--- src/rtl/tmds_pkg.sv ---
// Shared TMDS definitions: control-token characters, alignment states and word width.
// Used by the transmit encoder, this receive aligner and the decoder.
package tmds_pkg;

  localparam int TMDS_WORD_W = 10;

  // Control tokens as 10-bit characters, bit 0 first on the wire; suffix is {C1,C0}.
  localparam logic [TMDS_WORD_W-1:0] TOKEN_C00 = 10'b1101010100;
  localparam logic [TMDS_WORD_W-1:0] TOKEN_C01 = 10'b0010101011;
  localparam logic [TMDS_WORD_W-1:0] TOKEN_C10 = 10'b0101010100;
  localparam logic [TMDS_WORD_W-1:0] TOKEN_C11 = 10'b1010101011;

  typedef enum logic [1:0] {
    SEARCH = 2'd0,
    VERIFY = 2'd1,
    LOCKED = 2'd2
  } align_state_t;

  // Ten bits of a two-word window starting at bit k (k = 0..9).
  function automatic logic [TMDS_WORD_W-1:0] window_at(
    input logic [2*TMDS_WORD_W-1:0] w,
    input logic [3:0]               k
  );
    logic [2*TMDS_WORD_W-1:0] s;
    s = w >> k;
    return s[TMDS_WORD_W-1:0];
  endfunction

endpackage

--- src/rtl/tmds_word_aligner_if.sv ---
// Bus between the deserializer side and the word aligner: raw words in, aligned characters
// and lock status out. relock_count exists only when TMDS_ALIGN_STATS_EN is defined.
interface tmds_word_aligner_if;

  logic [tmds_pkg::TMDS_WORD_W-1:0] raw_word;
  logic                             raw_valid;
  logic [tmds_pkg::TMDS_WORD_W-1:0] word_out;
  logic                             word_valid;
  logic                             locked;
  logic [3:0]                       offset;
  logic                             ctrl_detect;
  logic [1:0]                       ctrl_code;
`ifdef TMDS_ALIGN_STATS_EN
  logic [15:0]                      relock_count;

  modport master (
    output raw_word, raw_valid,
    input  word_out, word_valid, locked, offset, ctrl_detect, ctrl_code, relock_count
  );

  modport slave (
    input  raw_word, raw_valid,
    output word_out, word_valid, locked, offset, ctrl_detect, ctrl_code, relock_count
  );
`else
  modport master (
    output raw_word, raw_valid,
    input  word_out, word_valid, locked, offset, ctrl_detect, ctrl_code
  );

  modport slave (
    input  raw_word, raw_valid,
    output word_out, word_valid, locked, offset, ctrl_detect, ctrl_code
  );
`endif

endinterface

--- src/rtl/tmds_token_match.sv ---
// Combinational check of one 10-bit window against the four TMDS control tokens.
// code is {C1,C0} of the matching token and 0 when there is no hit.
module tmds_token_match
  import tmds_pkg::*;
(
  input  logic [TMDS_WORD_W-1:0] window,
  output logic                   hit,
  output logic [1:0]             code
);

  always_comb begin
    hit  = 1'b1;
    code = 2'b00;
    case (window)
      TOKEN_C00: code = 2'b00;
      TOKEN_C01: code = 2'b01;
      TOKEN_C10: code = 2'b10;
      TOKEN_C11: code = 2'b11;
      default:   hit  = 1'b0;
    endcase
  end

endmodule

--- src/rtl/tmds_word_aligner.sv ---
// TMDS receive word aligner: hunts for control tokens at all ten bit offsets, locks to the
// offset that repeats, and emits realigned characters. TMDS_ALIGN_STATS_EN adds relock_count.
module tmds_word_aligner
  import tmds_pkg::*;
#(
  parameter  int LOCK_HITS = 8,
  parameter  int TIMEOUT   = 4096,
  localparam int CW        = $clog2(TIMEOUT + 1),
  localparam int HW        = $clog2(LOCK_HITS + 1)
) (
  input logic                clk_pixel,
  input logic                reset,
  tmds_word_aligner_if.slave bus
);

  localparam logic [1:0] ST_SEARCH = SEARCH;
  localparam logic [1:0] ST_VERIFY = VERIFY;
  localparam logic [1:0] ST_LOCKED = LOCKED;

  localparam logic [HW-1:0] HIT_ONE  = HW'(1);
  localparam logic [HW-1:0] HIT_LAST = HW'(LOCK_HITS - 1);
  localparam logic [HW-1:0] HIT_FULL = HW'(LOCK_HITS);
  localparam logic [CW-1:0] GAP_LAST = CW'(TIMEOUT - 1);
  localparam logic [CW-1:0] GAP_FULL = CW'(TIMEOUT);

  logic [1:0]             state_reg,    state_next;
  logic [3:0]             offset_reg,   offset_next;
  logic [HW-1:0]          hit_cnt_reg,  hit_cnt_next;
  logic [HW-1:0]          miss_cnt_reg, miss_cnt_next;
  logic [CW-1:0]          gap_reg,      gap_next;
  logic [TMDS_WORD_W-1:0] prev_reg;

  logic [TMDS_WORD_W-1:0] word_reg;
  logic                   word_valid_reg;
  logic                   detect_reg;
  logic [1:0]             code_reg;

  logic [2*TMDS_WORD_W-1:0] window;
  logic [TMDS_WORD_W-1:0]   cand_hit;
  logic                     any_hit;
  logic [3:0]               first_off;
  logic                     hit_at_off;
  logic [TMDS_WORD_W-1:0]   word_next;
  logic                     out_hit;
  logic [1:0]               out_code;

  assign window = {bus.raw_word, prev_reg};

  // One matcher per candidate offset; only whether each hits matters here, the reported
  // code comes from the output-path matcher.
  genvar gi;
  generate
    for (gi = 0; gi < TMDS_WORD_W; gi++) begin : g_cand
      logic [1:0] code_unused;
      tmds_token_match u_match (
        .window (window[gi +: TMDS_WORD_W]),
        .hit    (cand_hit[gi]),
        .code   (code_unused)
      );
    end
  endgenerate

  // Lowest offset wins when several candidates hit together.
  always_comb begin
    first_off = 4'd0;
    for (int k = TMDS_WORD_W - 1; k >= 0; k--) begin
      if (cand_hit[k]) first_off = 4'(k);
    end
  end

  assign any_hit    = |cand_hit;
  assign hit_at_off = cand_hit[offset_reg];
  assign word_next  = window_at(window, offset_reg);

  tmds_token_match u_out_match (
    .window (word_next),
    .hit    (out_hit),
    .code   (out_code)
  );

  always_comb begin
    state_next    = state_reg;
    offset_next   = offset_reg;
    hit_cnt_next  = hit_cnt_reg;
    miss_cnt_next = miss_cnt_reg;
    gap_next      = gap_reg;
    if (bus.raw_valid) begin
      case (state_reg)
        ST_SEARCH: begin
          if (any_hit) begin
            offset_next  = first_off;
            hit_cnt_next = HIT_ONE;
            gap_next     = '0;
            state_next   = ST_VERIFY;
          end
        end
        ST_VERIFY: begin
          if (hit_at_off) begin
            gap_next = '0;
            if (hit_cnt_reg >= HIT_LAST) begin
              hit_cnt_next  = HIT_FULL;
              miss_cnt_next = '0;
              state_next    = ST_LOCKED;
            end else begin
              hit_cnt_next = hit_cnt_reg + 1'b1;
            end
          end else if (any_hit) begin
            // Token moved: restart verification at the new offset.
            offset_next  = first_off;
            hit_cnt_next = HIT_ONE;
            gap_next     = '0;
          end else if (gap_reg >= GAP_LAST) begin
            gap_next   = GAP_FULL;
            state_next = ST_SEARCH;
          end else begin
            gap_next = gap_reg + 1'b1;
          end
        end
        ST_LOCKED: begin
          if (hit_at_off) begin
            gap_next      = '0;
            miss_cnt_next = '0;
          end else if (any_hit) begin
            if (miss_cnt_reg >= HIT_LAST) begin
              miss_cnt_next = HIT_FULL;
              state_next    = ST_SEARCH;
            end else begin
              miss_cnt_next = miss_cnt_reg + 1'b1;
            end
          end else if (gap_reg >= GAP_LAST) begin
            gap_next   = GAP_FULL;
            state_next = ST_SEARCH;
          end else begin
            gap_next = gap_reg + 1'b1;
          end
        end
        default: state_next = ST_SEARCH;
      endcase
    end
  end

  always_ff @(posedge clk_pixel) begin
    if (reset) begin
      state_reg      <= ST_SEARCH;
      offset_reg     <= '0;
      hit_cnt_reg    <= '0;
      miss_cnt_reg   <= '0;
      gap_reg        <= '0;
      prev_reg       <= '0;
      word_reg       <= '0;
      word_valid_reg <= 1'b0;
      detect_reg     <= 1'b0;
      code_reg       <= 2'b00;
    end else begin
      state_reg      <= state_next;
      offset_reg     <= offset_next;
      hit_cnt_reg    <= hit_cnt_next;
      miss_cnt_reg   <= miss_cnt_next;
      gap_reg        <= gap_next;
      word_valid_reg <= bus.raw_valid && (state_reg == ST_LOCKED);
      if (bus.raw_valid) begin
        prev_reg   <= bus.raw_word;
        word_reg   <= word_next;
        detect_reg <= out_hit;
        code_reg   <= out_code;
      end
    end
  end

  assign bus.word_out    = word_reg;
  assign bus.word_valid  = word_valid_reg;
  assign bus.locked      = (state_reg == ST_LOCKED);
  assign bus.offset      = offset_reg;
  assign bus.ctrl_detect = detect_reg;
  assign bus.ctrl_code   = code_reg;

`ifdef TMDS_ALIGN_STATS_EN
  logic [15:0] relock_reg;

  always_ff @(posedge clk_pixel) begin
    if (reset) begin
      relock_reg <= '0;
    end else if ((state_reg == ST_LOCKED) && (state_next == ST_SEARCH) && (relock_reg != 16'hFFFF)) begin
      relock_reg <= relock_reg + 16'd1;
    end
  end

  assign bus.relock_count = relock_reg;
`endif

endmodule

--- src/flat_wrapper.sv ---
// flat-port wrapper written by rule: the top's interface ports become plain ports
module tmds_word_aligner_flat import tmds_pkg::*;
#(
  parameter  int LOCK_HITS = 8,
  parameter  int TIMEOUT   = 4096,
  localparam int CW        = $clog2(TIMEOUT + 1),
  localparam int HW        = $clog2(LOCK_HITS + 1)
)
  (clk_pixel, reset, bus_raw_word, bus_raw_valid, bus_word_out, bus_word_valid, bus_locked, bus_offset, bus_ctrl_detect, bus_ctrl_code);
  tmds_word_aligner_if bus_i ();
  input logic clk_pixel;
  input logic reset;
  input wire logic [$bits(bus_i.raw_word)-1:0] bus_raw_word;
  input wire logic [$bits(bus_i.raw_valid)-1:0] bus_raw_valid;
  output wire logic [$bits(bus_i.word_out)-1:0] bus_word_out;
  output wire logic [$bits(bus_i.word_valid)-1:0] bus_word_valid;
  output wire logic [$bits(bus_i.locked)-1:0] bus_locked;
  output wire logic [$bits(bus_i.offset)-1:0] bus_offset;
  output wire logic [$bits(bus_i.ctrl_detect)-1:0] bus_ctrl_detect;
  output wire logic [$bits(bus_i.ctrl_code)-1:0] bus_ctrl_code;
  assign bus_i.raw_word = bus_raw_word;
  assign bus_i.raw_valid = bus_raw_valid;
  assign bus_word_out = bus_i.word_out;
  assign bus_word_valid = bus_i.word_valid;
  assign bus_locked = bus_i.locked;
  assign bus_offset = bus_i.offset;
  assign bus_ctrl_detect = bus_i.ctrl_detect;
  assign bus_ctrl_code = bus_i.ctrl_code;
  tmds_word_aligner #(.LOCK_HITS(LOCK_HITS), .TIMEOUT(TIMEOUT)) u_core (.clk_pixel(clk_pixel), .reset(reset), .bus(bus_i));
endmodule
--- config.mk ---
export PLATFORM = sky130hd
export DESIGN_NAME = tmds_word_aligner_flat
export DESIGN_NICKNAME = d
export VERILOG_FILES = /design/src/rtl/tmds_pkg.sv /design/src/rtl/tmds_word_aligner_if.sv /design/src/rtl/tmds_token_match.sv /design/src/rtl/tmds_word_aligner.sv /design/src/flat_wrapper.sv
export SDC_FILE = /design/constraint.sdc
export NUM_CORES = 1
export LEC_CHECK = 0
export BUFFER_PORTS_ARGS = -buffer_cell sky130_fd_sc_hd__buf_4
export CORE_MARGIN = 2
export CORE_UTILIZATION = 53
export DETAILED_ROUTE_END_ITERATION = 6
export PLACE_DENSITY = 0.72
export SYNTH_ARGS = -nofsm -noshare
export SYNTH_HDL_FRONTEND = slang
export SYNTH_SLANG_ARGS = --single-unit
--- constraint.sdc ---
create_clock -name clk_pixel -period 11.4 [get_ports clk_pixel]
set_clock_uncertainty 0.2 [all_clocks]
set_input_delay 3.42 -clock clk_pixel [delete_from_list [all_inputs] [get_ports clk_pixel]]
set_output_delay 3.42 -clock clk_pixel [all_outputs]
set_load 0.1 [all_outputs]
Word-level counts from Yosys, hierarchy flattened

Index checks and enable logic that the tools add are counted.

Register bits after elaboration: 51
Input bits: 13
Output and inout port bits: 19
Logic and storage cells: 149

Add/sub/neg operators: 3
Order comparisons: 4
Equal/unequal tests: 56
Shift operators: 1
Muxes and demuxes: 53
Reduce and logical (&&, ||, !) cells: 22

Operator list:

| kind                  | number |
|---|---|
| $eq 10x10->1 const B  | 22 |
| $eq 10x8->1 const B   | 11 |
| $eq 10x9->1 const B   | 11 |
| $mux 4                | 20 |
| $mux 13               | 6 |
| $reduce_or 4->1       | 11 |
| $pmux 13 s3           | 1 |
| $pmux 4 s2            | 3 |
| $shr 20x4->10         | 1 |
| $mux 2                | 8 |
| $add 13x1->13 const B | 1 |
| $ge 13x12->1 const B  | 1 |
| $mux 1                | 12 |
| $ne 3x3->1 const B    | 4 |
| $pmux 2 s3            | 2 |
| $reduce_or 10->1      | 1 |
| $add 4x1->4 const B   | 2 |
| $ge 4x3->1 const B    | 2 |
| $ne 2x1->1 const B    | 3 |
| $reduce_and 6->1      | 1 |
| $lt 4x5->1 const B    | 1 |
| $reduce_and 5->1      | 1 |
| $bmux 1 s4            | 1 |
| $ne 2x2->1 const B    | 2 |
| 10 further kinds      | 11 |

Logic depth before layout (Yosys ltp)

Depth in word-level cells: 16
Mapped depth: 11
Gate-level depth less buffers: 10

Cells and area by module

From an unflattened synthesis, not the netlist that was laid out.

Cell total of the unflattened synthesis: 465
Area total of the unflattened synthesis: 4595.7 um^2

Modules (own cells, without submodules):

| module            | instances | cells each | area an instance (um^2) | seq. area each (um^2) |
|---|---|---|---|---|
| tmds_word_aligner | 1         | 366        | 3260.6                  | 1021.0 |
| tmds_token_match  | 11        | 9          | 121.4                   | 0.0 |

Worst setup path before layout

No wires, ideal clock.

Kind: input to register
Start: input bus_raw_word[0]
End: register u_core.gap_reg[9]
Setup time: 70 ps
Arrival time: 5758 ps
Required time: 11130 ps
Slack: 5371 ps
Cell stages on the path: 10
Path buffers: 1
Cell sequence: buf_4 > and4bb_4 > nand3b_2 > o22ai_2 > or4_4 > o311a_1 > a211oi_2 > nand2_1 > or4_1 > a21oi_1

Cells in the longest elaborated chain, start to end: 7
Elaborated cells between the ends (all ways): 64
Classes of those cells: eq/ne: 38; mux: 15; reduce/logical: 11

RTL lines:

| item                                                             | line                                              | RTL |
|---|---|---|
| from (decl)                                                      | flat_wrapper.sv:13                                | `input wire logic [$bits(bus_i.raw_word)-1:0] bus_raw_word;` |
| $eq 10x10->1, or another cell as far along                       | --                                                |  |
| $reduce_or 4->1 (no line)                                        | --                                                |  |
| $mux 1                                                           | tmds_token_match.sv:14                            | `case (window)` |
| $bmux 1 s4 / $reduce_or 10->1 (equally long branches)            | tmds_word_aligner.sv:72, tmds_word_aligner.sv:71  |  |
| $mux 1 (not written as such) / $mux 13 (equally long branches)   | tmds_word_aligner.sv:72, tmds_word_aligner.sv:107 |  |
| $ne 3x3->1 (no line), or another cell as far along               | --                                                |  |
| $reduce_and 4->1 (no line) / $pmux 13 s3 (equally long branches) | --                                                |  |
| to (signal assigned)                                             | tmds_word_aligner.sv:159                          | `gap_reg <= gap_next;` |
| to (decl)                                                        | tmds_word_aligner.sv:30                           | `logic [CW-1:0] gap_reg, gap_next;` |

Parallel ways exist; a longest one is shown, timed or not. The select of a mux whose other input is x is not followed.
A chain may end at the register's enable or synchronous reset.

Worst setup path in the final report

Start: input bus_raw_word[2]
End: register u_core.gap_reg[9]

Same word-level chain as after synthesis.

==> results.json <==
{
  "status": "finished, final reports clean",
  "numCtsBuffers": 5,
  "synth-seq-cells": 51,
  "worstPathMaxFanout": 11,
  "dpl.cell_count": 533,
  "grt_antenna_before_repair": 0,
  "yosysSeqAreaShare_pct": 27.7,
  "fmax_mhz": 149,
  "grt_start_max_net_pins": 50,
  "hold_viol_final": 0,
  "synthesis.instances": 446,
  "tightest_slew_ns": 0.754,
  "period_share_pct": 58.7,
  "clock_path_buffers": 2,
  "synth-adder-area-share_pct": 2.38,
  "crit_path_start_kind": "input port",
  "yosys.area.top_type_share_pct": 27.7,
  "peakVddDrop_uv": 49.9,
  "final_cells": 541,
  "intPower_mw": 0.269,
  "leakage_nw": 1.48,
  "syn_nets": 466,
  "coreArea_sq_um": 6760,
  "cts.sinks": 51,
  "drtPass1Iterations": 5,
  "viasPerCell": 6.55,
  "hpwl_microns": 6690,
  "maxCapViolations": 0,
  "die_y_microns": 87.4,
  "overflow": 0,
  "cts_tree": "built",
  "worstPathRequired_ns": 11.45,
  "portBuffers": 31,
  "path_cells": "buf_4, nor4bb_2, a211oi_1, a31o_1, o311ai_1, o2111ai_1, a211oi_2, nand2_1, or4_1, a21oi_1",
  "cp_slowest_cell": "a211oi_2",
  "slew_headroom_pct": 49.1,
  "synthSimpleGateAreaFrac_pct": 28.5,
  "yosysMostFrequentCell": "dfxtp_1",
  "synth.avg_cell_area_sq_um": 8.26,
  "critPathKind": "input port to flop",
  "nets": 480,
  "cts.repair.resized": 0,
  "path_clk_slew_ns": 0.11,
  "setup-tns-final_ns": 0,
  "grt.busiest_layer": "met2",
  "gp_congestion": 0.902,
  "crit_family": "compound AO/OA/AOI/OAI gates",
  "path_buf_inv": 1,
  "num_io_pins": 32,
  "ant_nets": 0,
  "synth_edf_count": 0,
  "synth_largest_area_cell": "dfxtp_1",
  "grtUsageMet3_pct": 3.32,
  "final_layout_size_suffix_gt1_share_pct": 15.0,
  "routed_wl_microns": 9460,
  "holdWs_ns": 0.265,
  "cts-hold-fix-buffers": 0,
  "drt-initial-drc-count": 344,
  "maxSlewViolCount": 0,
  "p_comb_share_pct": 27.4,
  "pwr-share-seq_pct": 45.7,
  "synth_warnings": 0,
  "start_util_pct": 54.6,
  "cp.depth": 10,
  "grt_use_met1_pct": 37.6,
  "die_area_sq_um": 7640,
  "grt_use_total_pct": 25.3,
  "layout_min_cycle_time_ns": 6.70,
  "worstSkewPairLatency_ns": 0.32,
  "switching_share_pct": 37.0,
  "hold_depth": 2,
  "netlist_top_cells_area": "dfxtp_1 28%, mux2i_1 7.9%, mux4_2 5.5%, nor2_1 4.8%, a21oi_1 4.3%",
  "rr_worst_depth": 9,
  "synth_flop_cell": "dfxtp_1",
  "grt_first_pass_wirelength_microns": 15500,
  "rsz0062_at_grt": "no",
  "finalSetupViolCount": 0,
  "cts_root_buf": "clkbuf_8",
  "drcViolationCount": 0,
  "syn_area_sq_um": 3690,
  "antennaDiodeCount": 0,
  "wire_per_inst_microns": 17.5,
  "grt_use_met2_pct": 39.3,
  "hold_class": "flop to flop",
  "postCtsSetupRepairBufs": 0,
  "num_rows": 30,
  "p_switching_mw": 0.158,
  "h-tree-depth": 2,
  "largest_reg_flops": 13,
  "p_per_area_nw_per_um2": 106,
  "ys_types": 72,
  "place_ws_ns": 4.48,
  "crit_path_end_kind": "flop",
  "synthXorXnorAreaFrac_pct": 0,
  "die_w_microns": 87.4,
  "pwr-share-clk_pct": 26.9,
  "async_flop_share_pct": 0,
  "fin_ws_ns": 4.70,
  "synth_compound_area_share_pct": 21.6,
  "postLayoutCoreUtil_pct": 59.5,
  "synth_mux_area_share_pct": 14.9,
  "worst_ep_arrival_time_ns": 6.75,
  "syn_to_final_growth_pct": 9.00,
  "crit_path_max_incr_delay_ns": 0.71,
  "vias": 3545,
  "synth_top_family_by_area": "simple AND/OR/NAND/NOR gates",
  "first_global_vias": 3067,
  "synth_commonest_cells": "51 x dfxtp_1, 47 x nor2_1, 34 x nand2_1"
}
[cell type report]
cell class / count / area [sq um]
Sequential cell: 51 / 1020
Inverter: 18 / 67.6
Clock buffer: 5 / 68.8
Timing Repair Buffer: 33 / 248
Fill cell: 622 / 2740
Multi-Input combinational cell: 351 / 2480
Clock inverter: 3 / 28.8
Tap cell: 80 / 100
[logic make-up (layout without fill, tap and decap cells)]
family | after synthesis | in the layout
flops | 51 | 51
buf+inv | 44 | 59
mux | 43 | 43
compound gates | 114 | 114
fa+ha+maj | 7 | 7
simple gates | 187 | 187
[cell usage in the layout (no fill, tap or decap), types with 3 or more instances in the layout]
cell type / n
clkbuf_8: 5
a211oi_2: 3
mux4_2: 9
a211oi_1: 13
nand3b_1: 8
o22ai_1: 4
inv_1: 14
a32oi_1: 4
nand4_1: 9
o41ai_1: 3
nand2_1: 34
a21oi_1: 32
nand4b_1: 8
a31oi_1: 6
nor3_1: 6
nand3_1: 20
nor4_1: 3
and3_1: 8
nor2b_1: 14
or3_1: 5
o21ai_0: 15
mux2i_1: 29
clkinv_1: 3
mux2_2: 5
nand2b_1: 3
nor2_1: 47
ha_1: 7
and3b_1: 3
buf_4: 33
dfxtp_1: 51
o211ai_1: 3
[power by group through the flow]
stage / clock (mW) / combinational (mW) / sequential, mW
final: 0.115 / 0.117 / 0.195
after detailed placement: 0 / 0.115 / 0.199
after global placement: 0 / 0.114 / 0.199
after global routing: 0.124 / 0.126 / 0.196
after floorplan: 0 / 0.0672 / 0.219
after CTS: 0.119 / 0.115 / 0.195
[per-stage QoR]
stage	instance area, sq um	power, mW
final	4020	0.426
after global routing	4020	0.446
after CTS	4020	0.429
after detailed placement	3920	0.313
after global placement	3920	0.312
after floorplan	3690	0.287
[tightest hold or removal path, cell delays in order (launching register included)]
cell and delay [ns]:
dfxtp_1 0.32, nand2_1 0.05, a21oi_1 0.05
[worst paths after layout]
kind | start | end | slack, ns
max | bus_raw_word[2] | u_core.gap_reg[9]$_SDFFE_PP0P_ | 4.70
min | u_core.hit_cnt_reg[3]$_SDFFE_PP0P_ | u_core.hit_cnt_reg[3]$_SDFFE_PP0P_ | 0.26
max reg2reg | u_core.prev_reg[7]$_SDFFE_PP0P_ | u_core.gap_reg[9]$_SDFFE_PP0P_ | 7.38
min reg2reg | u_core.hit_cnt_reg[3]$_SDFFE_PP0P_ | u_core.hit_cnt_reg[3]$_SDFFE_PP0P_ | 0.26
[layer usage]
| layer | part of all wire [%] | vias up |
|---|---|---|
| met5 | 0 | - |
| met4 | 1.1 | 0 |
| met3 | 5.9 | 11 |
| met2 | 45 | 152 |
| met1 | 48 | 1660 |
| li1 | - | 1722 |
Power figures use the tool's default switching activity.
